===== config.mk =====
export PLATFORM = sky130hd
export DESIGN_NAME = mini16_s2m_arbiter
export DESIGN_NICKNAME = d
export VERILOG_FILES = /design/src/rtl/mini16_s2m_arbiter.sv
export SDC_FILE = /design/constraint.sdc
export NUM_CORES = 1
export LEC_CHECK = 0
export ABC_AREA = 1
export CAP_MARGIN = 5
export CORE_MARGIN = 2
export CORE_UTILIZATION = 35
export CTS_BUF_LIST = sky130_fd_sc_hd__clkbuf_8
export DETAILED_ROUTE_END_ITERATION = 8
export PLACE_DENSITY = 0.79
export SLEW_MARGIN = 20
export SYNTH_ARGS = -nofsm -noshare
export SYNTH_HDL_FRONTEND = slang
export SYNTH_SLANG_ARGS = --single-unit
export TNS_END_PERCENT = 10

===== constraint.sdc =====
create_clock -name clk -period 1.4 [get_ports clk]
set_clock_uncertainty 0.05 [all_clocks]
set_input_delay 0.28 -clock clk [delete_from_list [all_inputs] [get_ports clk]]
set_output_delay 0.28 -clock clk [all_outputs]
set_load 0.01 [all_outputs]

===== src/rtl/mini16_s2m_arbiter.sv =====
// mini16_s2m_arbiter
// Round-robin scheduler that drains the slave-to-master FIFOs of N_CORES
// processing elements into a single master write port. Each PE receives a
// fixed slot of BURST request cycles followed by FIFO_LATENCY drain cycles.
// Every item that is returned is forwarded as a one-cycle write.
//
// Optional feature: define MINI16_S2M_ARB_COUNT_EN to add the 32-bit m_count
// port. This port counts forwarded items.
//
// Timing note: state_r/cur_r/ph_r describe the slot cycle that the *next*
// clock cycle will execute. fifo_req_r is registered from them, so the reset
// values (REQ, core 0, phase 0) coincide with fifo_req_r = 0. The first request
// for core 0 appears at the first edge that samples reset low. slot_core_r
// follows the core whose slot the port is executing right now. Captures are
// steered by slot_core_r. At the slot edge, the last drain cycle's capture
// therefore still uses the old core.

module mini16_s2m_arbiter #(
  parameter int WIDTH_D      = 16,
  parameter int DEPTH_V_F    = 16,
  parameter int N_CORES      = 4,
  parameter int CORE_BITS    = 2,
  parameter int BURST        = 4,
  parameter int FIFO_LATENCY = 2
) (
  input  logic                                    clk,
  input  logic                                    reset,
  output logic [N_CORES-1:0]                      fifo_req_r,
  input  logic [N_CORES-1:0]                      fifo_valid,
  input  logic [N_CORES*(WIDTH_D+DEPTH_V_F)-1:0]  fifo_r_data,
  output logic                                    m_we,
  output logic [DEPTH_V_F-1:0]                    m_addr,
  output logic [WIDTH_D-1:0]                      m_data,
  output logic [CORE_BITS-1:0]                    m_core
`ifdef MINI16_S2M_ARB_COUNT_EN
  ,
  output logic [31:0]                             m_count
`endif
);

  localparam int ITEM_W   = WIDTH_D + DEPTH_V_F;
  localparam int SLOT_LEN = BURST + FIFO_LATENCY;
  localparam int PH_BITS  = (SLOT_LEN > 1) ? $clog2(SLOT_LEN) : 1;

  localparam logic [PH_BITS-1:0]   PH_REQ_LAST  = PH_BITS'(BURST - 1);
  localparam logic [PH_BITS-1:0]   PH_SLOT_LAST = PH_BITS'(SLOT_LEN - 1);
  localparam logic [CORE_BITS-1:0] CORE_LAST    = CORE_BITS'(N_CORES - 1);

  typedef enum logic [0:0] {
    ST_REQ   = 1'b0,
    ST_DRAIN = 1'b1
  } state_t;

  // One-hot decode of a core index. Indices at or above N_CORES decode to all zeros.
  function automatic logic [N_CORES-1:0] core_onehot(input logic [CORE_BITS-1:0] idx);
    logic [N_CORES-1:0] vec;
    vec = {N_CORES{1'b0}};
    for (int i = 0; i < N_CORES; i++) begin
      vec[i] = (idx == CORE_BITS'(i));
    end
    return vec;
  endfunction

  // Select one PE's {addr, data} item from the packed read-data bus.
  function automatic logic [ITEM_W-1:0] item_of(input logic [N_CORES*ITEM_W-1:0] bus,
                                                input logic [CORE_BITS-1:0]       idx);
    logic [ITEM_W-1:0] item;
    item = {ITEM_W{1'b0}};
    for (int i = 0; i < N_CORES; i++) begin
      item = item | (bus[i*ITEM_W +: ITEM_W] & {ITEM_W{idx == CORE_BITS'(i)}});
    end
    return item;
  endfunction

  state_t               state_r;
  state_t               state_nxt_s;
  logic [CORE_BITS-1:0] cur_r;
  logic [CORE_BITS-1:0] cur_nxt_s;
  logic [PH_BITS-1:0]   ph_r;
  logic [PH_BITS-1:0]   ph_nxt_s;
  logic [N_CORES-1:0]   req_nxt_s;
  logic [CORE_BITS-1:0] slot_core_r;
  logic                 sel_valid_s;
  logic [ITEM_W-1:0]    sel_item_s;

  // Slot sequencing: REQ for BURST phases, DRAIN for FIFO_LATENCY phases, then the next core.
  always_comb begin
    state_nxt_s = state_r;
    cur_nxt_s   = cur_r;
    ph_nxt_s    = ph_r + PH_BITS'(1);
    req_nxt_s   = {N_CORES{1'b0}};
    case (state_r)
      ST_REQ: begin
        req_nxt_s = core_onehot(cur_r);
        if (ph_r == PH_REQ_LAST) begin
          state_nxt_s = ST_DRAIN;
        end else begin
          state_nxt_s = ST_REQ;
        end
      end
      ST_DRAIN: begin
        if (ph_r == PH_SLOT_LAST) begin
          state_nxt_s = ST_REQ;
          ph_nxt_s    = {PH_BITS{1'b0}};
          if (cur_r == CORE_LAST) begin
            cur_nxt_s = {CORE_BITS{1'b0}};
          end else begin
            cur_nxt_s = cur_r + CORE_BITS'(1);
          end
        end else begin
          state_nxt_s = ST_DRAIN;
        end
      end
      default: begin
        state_nxt_s = ST_REQ;
        cur_nxt_s   = {CORE_BITS{1'b0}};
        ph_nxt_s    = {PH_BITS{1'b0}};
      end
    endcase
  end

  // Return-path steering: only the executing slot's PE is listened to.
  always_comb begin
    sel_valid_s = |(fifo_valid & core_onehot(slot_core_r));
    sel_item_s  = item_of(fifo_r_data, slot_core_r);
  end

  // Slot state, registered request vector and the executing-slot core tag.
  always_ff @(posedge clk) begin
    if (reset) begin
      state_r     <= ST_REQ;
      cur_r       <= {CORE_BITS{1'b0}};
      ph_r        <= {PH_BITS{1'b0}};
      fifo_req_r  <= {N_CORES{1'b0}};
      slot_core_r <= {CORE_BITS{1'b0}};
    end else begin
      state_r     <= state_nxt_s;
      cur_r       <= cur_nxt_s;
      ph_r        <= ph_nxt_s;
      fifo_req_r  <= req_nxt_s;
      slot_core_r <= cur_r;
    end
  end

  // Master write port: one registered write per returned item; fields hold otherwise.
  always_ff @(posedge clk) begin
    if (reset) begin
      m_we   <= 1'b0;
      m_addr <= {DEPTH_V_F{1'b0}};
      m_data <= {WIDTH_D{1'b0}};
      m_core <= {CORE_BITS{1'b0}};
    end else begin
      m_we <= sel_valid_s;
      if (sel_valid_s) begin
        m_addr <= sel_item_s[ITEM_W-1:WIDTH_D];
        m_data <= sel_item_s[WIDTH_D-1:0];
        m_core <= slot_core_r;
      end
    end
  end

`ifdef MINI16_S2M_ARB_COUNT_EN
  // Forwarded-item counter; increments alongside each registered write and wraps at 2^32.
  always_ff @(posedge clk) begin
    if (reset) begin
      m_count <= 32'd0;
    end else if (sel_valid_s) begin
      m_count <= m_count + 32'd1;
    end
  end
`endif

endmodule


======== After elaboration in Yosys (flattened, before gate mapping) ========
Cells that the tools add are included.
word-level totals
  flip-flop bits (word level) ............. 47
  bits of input ports ..................... 134
  output and inout port bits .............. 39
  word-level logic and storage cells ...... 39
operators by class
  add/subtract/negate cells ............... 2
  equal/unequal tests ..................... 8
  mux-type cells .......................... 6
  bitwise gates (word level) .............. 9
  reduce and logical (&&, ||, !) cells .... 5
operators by type and width
  operator             number
  $and 32x32->32       4
  $or 32x32->32        3
  $eq 2x2->1 const B   4
  $mux 3               2
  $and 4x4->4          1
  $eq 2x1->1 const B   2
  $logic_not 2->1      2
  $reduce_or 4->1      1
  $add 3x1->3 const B  1
  $eq 3x2->1 const B   1
  $eq 3x3->1 const B   1
  $add 2x1->2 const B  1
  $mux 1               2
  $mux 2               1
  $pmux 1 s2           1
  $reduce_and 2->1     1
  $reduce_or 2->1      1
  $not 1->1            1

======== Depth between registers and ports, before layout ========
Gate-level depths: netlist of run 1.
  depth after elaboration ................. 5
  mapped depth ............................ 10
  depth with buffers taken out ............ 8

======== Worst setup path after synthesis of run 1 ========
OpenSTA, ideal clock, no wires.
  path type ............................... register to register
  start point ............................. register slot_core_r[0]
  end point ............................... register m_addr[11]
  setup time .............................. 0.113 ns
  arrival time ............................ 1.104 ns
  required time ........................... 1.237 ns
  setup slack ............................. 0.133 ns
  cell stages (with the launch flop) ...... 10
  cells stage by stage .................... dfxtp_1 buf_6 inv_2 nand3_2 nand2_4 inv_2 nand2_4 buf_4 nor2_1 nor2_1
on the way
  word-level cells in the longest chain between the ends .. 5
  elaborated cells on any way between the ends .. 13
  those cells by class .................... 3 x eq/ne; 8 x bitwise; 2 x reduce/logical
RTL lines
  item                                           line    text
  start: declaration                             82      logic [CORE_BITS-1:0] slot_core_r;
  start signal: assignment                       135     slot_core_r <= {CORE_BITS{1'b0}};
  start signal: assignment                       141     slot_core_r <= cur_r;
  $eq 2x1->1 or $logic_not 2->1 (tied branches)  59, 70
  $and 32x32->32                                 70      item = item | (bus[i*ITEM_W +: ITEM_W] & {ITEM_W{idx == CORE_BITS'(i)}});
  $or 32x32->32 (3 in a row)                     70
  end signal: assignment                         149     m_addr <= {DEPTH_V_F{1'b0}};
  end signal: assignment                         155     m_addr <= sel_item_s[ITEM_W-1:WIDTH_D];
  end: declaration                               32      output logic [DEPTH_V_F-1:0] m_addr,
Parallel ways exist; a longest one is shown, timed or not.
A chain may end at the register's enable or synchronous reset.

======== Final worst setup path of run 1 ========
  start point ............................. register slot_core_r[0]
  end point ............................... register m_addr[9]
Same word-level chain as after synthesis.

==> results of run 1 <==
-- per-stage QoR --
step	hold WS, ns	total power [mW]	cells	area, um^2	setup TNS [ns]
after detailed placement	0.421	2.32	735	4710	-4.93
after CTS	0.436	3.15	743	4760	0
final	0.429	3.11	744	4780	0
after global placement	0.380	2.30	735	4710	-3.81
after global routing	0.461	3.29	744	4780	-0.0141
after floorplan	0.302	1.74	474	2860	0
-- sequential cells by signal, indices dropped and copies added, names as in the netlist --
name,flops
state_r,1
m_core,2
fifo_req_r,4
m_addr,16
cur_r,2
ph_r,3
m_we,1
slot_core_r,2
m_data,16
-- routing by layer --
layer | share of wire [%] | wire [um]
met5 | 0 | 0
met4 | 1.8 | 165
met3 | 8.6 | 803
met2 | 49 | 4540
met1 | 41 | 3790
-- cell usage after synthesis, types with 2 or more instances --
master / instances / area [um^2]
nand2_1: 151 / 567
nor2_1: 98 / 368
nand3_1: 84 / 420
dfxtp_1: 47 / 941
inv_1: 23 / 86.3
buf_2: 15 / 75.1
nand4_1: 14 / 87.6
clkbuf_1: 7 / 26.3
ha_1: 7 / 87.6
buf_4: 5 / 37.5
inv_2: 5 / 18.8
a21oi_1: 3 / 15.0
buf_6: 3 / 33.8
nand2_4: 2 / 22.5
nand3_2: 2 / 20.0
nor2_4: 2 / 22.5
o21ai_0: 2 / 10.0
-- where the power goes --
group | switching, mW | internal [mW] | leakage (nW)
clock | 0.473 | 0.404 | 0.0474
combinational | 0.290 | 0.499 | 1.88
sequential | 0.0360 | 1.41 | 0.390
-- cell families (layout without fill, tap and decap cells) --
logic type | count (synthesis) | count (layout) | synth area share (%)
AOI/OAI and AO/OA | 5 | 5 | 0.875
adders and majority gates | 7 | 7 | 3.06
and+or+nand+nor | 355 | 355 | 53.2
DFF | 47 | 47 | 32.9
buffers and inverters | 60 | 228 | 9.98
-- path summary, 6_finish.rpt --
path / start / endpoint / slack [ns] / cells after the start
max: slot_core_r[0] / m_addr[9] / 0.09 / 9
min: m_addr[13] / m_addr[13] / 0.43 / 2
max reg2reg: slot_core_r[0] / m_addr[9] / 0.09 / 9
min reg2reg: m_addr[13] / m_addr[13] / 0.43 / 2
-- repair_timing --
action | 4_1_cts | 5_1_grt
setup endpoints to repair | 45 | 29
setup buffers | 0 | 1
endpoints found under the hold margin | 0 | 0
gates resized for setup | 41 | 5
-- cell type report --
| cell class | count | area (um^2) |
|---|---|---|
| Fill cell | 729 | 3020 |
| Timing Repair Buffer | 191 | 1870 |
| Multi-Input combinational cell | 367 | 1630 |
| Sequential cell | 47 | 948 |
| Tap cell | 102 | 128 |
| Inverter | 29 | 111 |
| Clock buffer | 6 | 82.6 |
| Clock inverter | 2 | 16.3 |
-- tightest hold or removal path: stages (launching register included) --
cell and delay (ns):
dfxtp_1 0.33, nor2_1 0.04, nor2_1 0.08
==> flow_summary_export.csv, run 1 <==
group,metric,value,unit
synth,ys_seq_area_share,32.9,%
critical_path,crit_path_top_delay_cell,"dfxtp_4",
timing,fin_ws,0.0899,ns
critical_path,worstPathBufferInverterCount,2,
clock_network,cts-root-buf,"clkbuf_8",
floorplanning,dieArea,8910,um^2
place,place.gp.congestion,0.781,
routing,firstDrtPassIters,4,
timing,hold_viol,0,
timing,fmax,763,MHz
grt,grt_max_degree,37,
critical_path,start_kind,"flop",
grt,met2_usage,38.4,%
finish,final_core_util,61.3,%
floorplanning,core_area,7810,um^2
synth,synth_nets,615,
clock_network,numCtsBuffers,5,
floorplanning,start_util,36.6,%
timing,finalSetupViolCount,0,
synth,avgSynthCellArea,6.03,um^2
grt,gr-usage-met3,6.23,%
min_path,hold_class,"flop to flop",
finish,layout-drive-gt1-share,6.54,%
critical_path,arrival,1.46,ns
place,dp_slack,-0.199,ns
timing,fin_crit,1.31,ns
floorplanning,die_w,94.4,um
pwr,ir_drop,0.000434,V
floorplanning,placementRows,32,
clock_network,cts_buffer_depth,2,
routing,vias,3513,
clock_network,cts.sinks,47,
critical_path,required,1.55,ns
pwr,p_leak,2.31,nW
critical_path,critPathKind,"flop to flop",
timing,slew_headroom,82.5,%
synth,dominantRegCellSynth,"dfxtp_1",
grt,grt_pass1_vias,3434,
timing,rsz0062_at_grt,"true",
clock_network,cts_hold_buf,0,
finish,layout_commonest_cell,"nand2_1",
place,dp_hpwl,7240,um
finish,finalNetCount,782,
synth,ys_types,21,
grt,gr-total-overflow,0,
clock_network,htreeDepth,2,
clock_network,clk_latency,0.30,ns
routing,routed_wirelength,9300,um
finish,final_cell_mix,"nand2_1, clkdlybuf4s50_1, nor2_1",
status,outcome,"finished clean",
floorplanning,die_h,94.4,um
critical_path,max_stage_delay,0.39,ns
grt,grt_antenna_before_repair,0,
synth,synthCells,474,
routing,drc,0,
grt,grt-busiest-layer,"met2",
routing,antenna_left,0,
run,maxCapViolations,0,
routing,wl_per_cell,12.5,um
grt,met1_usage,23.1,%
finish,syn_to_final_growth,67.4,%
synth,async_flop_share,0,%
timing,slew_viol_final,0,
critical_path,crit_path_end_kind,"flop",
timing,tightest_slew,0.263,ns
clock_network,clk_pin_slew_worst_paths,0.09,ns
clock_network,cts_tree,"built",
critical_path,cp_common_cell,"nand2_1",
critical_path,cp_max_fo,28,
critical_path,cp_cell_sequence,"nor2_4 -> nand2_1 -> nand2_2 -> inv_2 -> nand2_4 -> buf_12 -> nand2_1 -> nand2_1 -> nor2_1",
synth,synth-edff-count,0,
critical_path,path_delay_family,"simple AND/OR/NAND/NOR gates",
timing,period_share,93.6,%
routing,drt_first_iter_violations,105,
routing,viasPerCell,4.72,
synth,ys_ff_latch,47,
grt,grt_pass1_wl,15000,um
grt,track_usage,20.9,%
synth,ys_warn_count,0,
finish,antenna_cells,0,
synth,syn_area,2860,um^2
place,io_buffers,172,
floorplanning,ios,173,
pwr,powerDensity,651,nW/um^2
Power figures use the tool's default switching activity.
==> run 2: changes to the inputs <==
--- a/config.mk
+++ b/config.mk
@@ -16,4 +16,3 @@
 export SYNTH_ARGS = -nofsm -noshare
 export SYNTH_HDL_FRONTEND = slang
 export SYNTH_SLANG_ARGS = --single-unit
-export TNS_END_PERCENT = 10
==> constraint.sdc (replaced) <==
create_clock -name clk -period 1.4 [get_ports clk]
set_clock_uncertainty 0.05 [all_clocks]
set_input_delay 0.42 -clock clk [delete_from_list [all_inputs] [get_ports clk]]
set_output_delay 0.42 -clock clk [all_outputs]
set_load 0.01 [all_outputs]
==> run 2 against run 1 <==
  * First-iteration DRC count rose by 13%
  * The run now ends with negative setup slack left
  * Highest routed layer unchanged
  * Die area did not move
  * Clock power rose by 32%
  * Flip-flop and latch count did not move
  * Total power rose by 11%
  * Sequential share of layout area fell by 0.84 points
  * Clock-buffer cell count fell by 1
  * Setup slack got worse by 0.17 ns
  * Design area rose by 4.4%
  * Global-route usage rose by 0.10 points
==> flow_summary_export.csv, run 2 (synthesis gave the netlist of run 1 again) <==
group,metric,value,unit
timing,fin_crit,1.48,ns
clock_network,cts.sinks,47,
timing,period_share,106,%
grt,grt_pass1_vias,3459,
run,maxCapViolations,0,
routing,antenna_left,0,
finish,final_cell_mix,"nand2_1, clkdlybuf4s50_1, nor2_1",
clock_network,numCtsBuffers,5,
finish,syn_to_final_growth,74.8,%
routing,firstDrtPassIters,5,
timing,fin_ws,-0.0777,ns
critical_path,worstRegToRegCells,9,
finish,layout-drive-gt1-share,13.3,%
pwr,total_power,3.46,mW
grt,track_usage,21.0,%
floorplanning,die_w,94.4,um
timing,slew_headroom,80.8,%
clock_network,cts_buffer_depth,2,
critical_path,required,1.55,ns
pwr,powerDensity,692,nW/um^2
place,dp.cells,735,
min_path,min_path_cells,2,
grt,grt_max_degree,37,
place,place.gp.congestion,0.781,
min_path,hold_class,"flop to flop",
routing,wl_met2,5170,um
floorplanning,dieArea,8910,um^2
critical_path,start_kind,"flop",
finish,finalNetCount,793,
routing,drt_first_iter_violations,119,
timing,finalSetupViolCount,15,
place,dp_slack,-0.342,ns
floorplanning,placementRows,32,
status,violations,"negative setup slack",
finish,layout_commonest_cell,"nand2_1",
floorplanning,die_h,94.4,um
clock_network,htreeDepth,2,
critical_path,cp_max_fo,7,
clock_network,cts_hold_buf,0,
routing,wl_per_cell,13.3,um
critical_path,crit_path_end_kind,"flop",
finish,antenna_cells,0,
routing,met1Wirelength,3910,um
grt,grt_antenna_before_repair,0,
finish,finalNonFillerCells,755,
clock_network,clk_pin_slew_worst_paths,0.09,ns
pwr,p_leak,2.36,nW
status,outcome,"finished, violations left",
timing,hold_viol,0,
clock_network,clk_latency,0.30,ns
place,dp_hpwl,7210,um
timing,tightest_slew,0.288,ns
timing,rsz0062_at_grt,"true",
critical_path,critPathKind,"flop to flop",
routing,highest_layer,"met4",
routing,wl_met3,827,um
grt,gr-total-overflow,0,
routing,vias,3636,
floorplanning,core_area,7810,um^2
place,io_buffers,172,
finish,reg_top3,"m_addr (16), m_data (16), fifo_req_r (4)",
clock_network,cts_tree,"built",
timing,fmax,677,MHz
timing,slew_viol_final,0,
routing,drc,0,
floorplanning,start_util,36.6,%
routing,routed_wirelength,10000,um
critical_path,arrival,1.63,ns
floorplanning,ios,173,
pwr,ir_drop,0.000444,V
routing,viasPerCell,4.82,
grt,grt_pass1_wl,15000,um
clock_network,cts-root-buf,"clkbuf_8",
## run 2: routing by layer
layer | track usage [%] | vias to the layer above
met5 | 0 | -
met4 | 6.16 | 0
met3 | 6.38 | 14
met2 | 39.0 | 134
met1 | 23.0 | 1639
li1 | - | 1849
## run 2: layout make-up
cell class | instances | area [um^2]
inverters | 29 | 111
multi-input cells | 367 | 1710
fillers | 702 | 2810
clock buffers | 5 | 68.8
clock inverters | 3 | 63.8
well taps | 102 | 128
repair buffers | 202 | 1970
flip-flops and latches | 47 | 948
## run 2: through the flow
step	util, %	hold slack [ns]	instance area (um^2)	TNS [ns]
CTS	63.0	0.427	4920	-0.0262
floorplan	-	0.371	2860	0
global route	64.0	0.461	5000	-1.84
detailed placement	60.3	0.415	4710	-10.46
global placement	60.3	0.380	4710	-9.20
finish	64.0	0.430	5000	-0.663
## run 2: report_power, final
group	switching [mW]	internal (mW)
logic	0.318	0.525
clock network	0.456	0.707
registers	0.0418	1.41
## run 2: worst paths after layout
path	from	end	slack [ns]
setup / recovery	slot_core_r[1]	m_core[0]	-0.08
hold / removal	m_addr[8]	m_addr[8]	0.43
setup reg to reg	slot_core_r[1]	m_core[0]	-0.08
hold reg to reg	m_addr[8]	m_addr[8]	0.43
## run 2: repair_timing
action,CTS,global route
gates cloned,2,3
pin swaps,6,13
endpoints found under the hold margin,0,0
gates resized for setup,69,70
setup buffers,4,7
setup endpoints to repair,52,62
## run 2: worst max-delay path: stages, from the launching register on
cell       delay [ns]
dfxtp_4          0.40
inv_4            0.04
nand3_2          0.07
nand2_2          0.07
buf_6            0.12
nor2_4           0.25
clkbuf_16        0.22
nand2_1          0.05
nand2_1          0.06
nor2_1           0.04
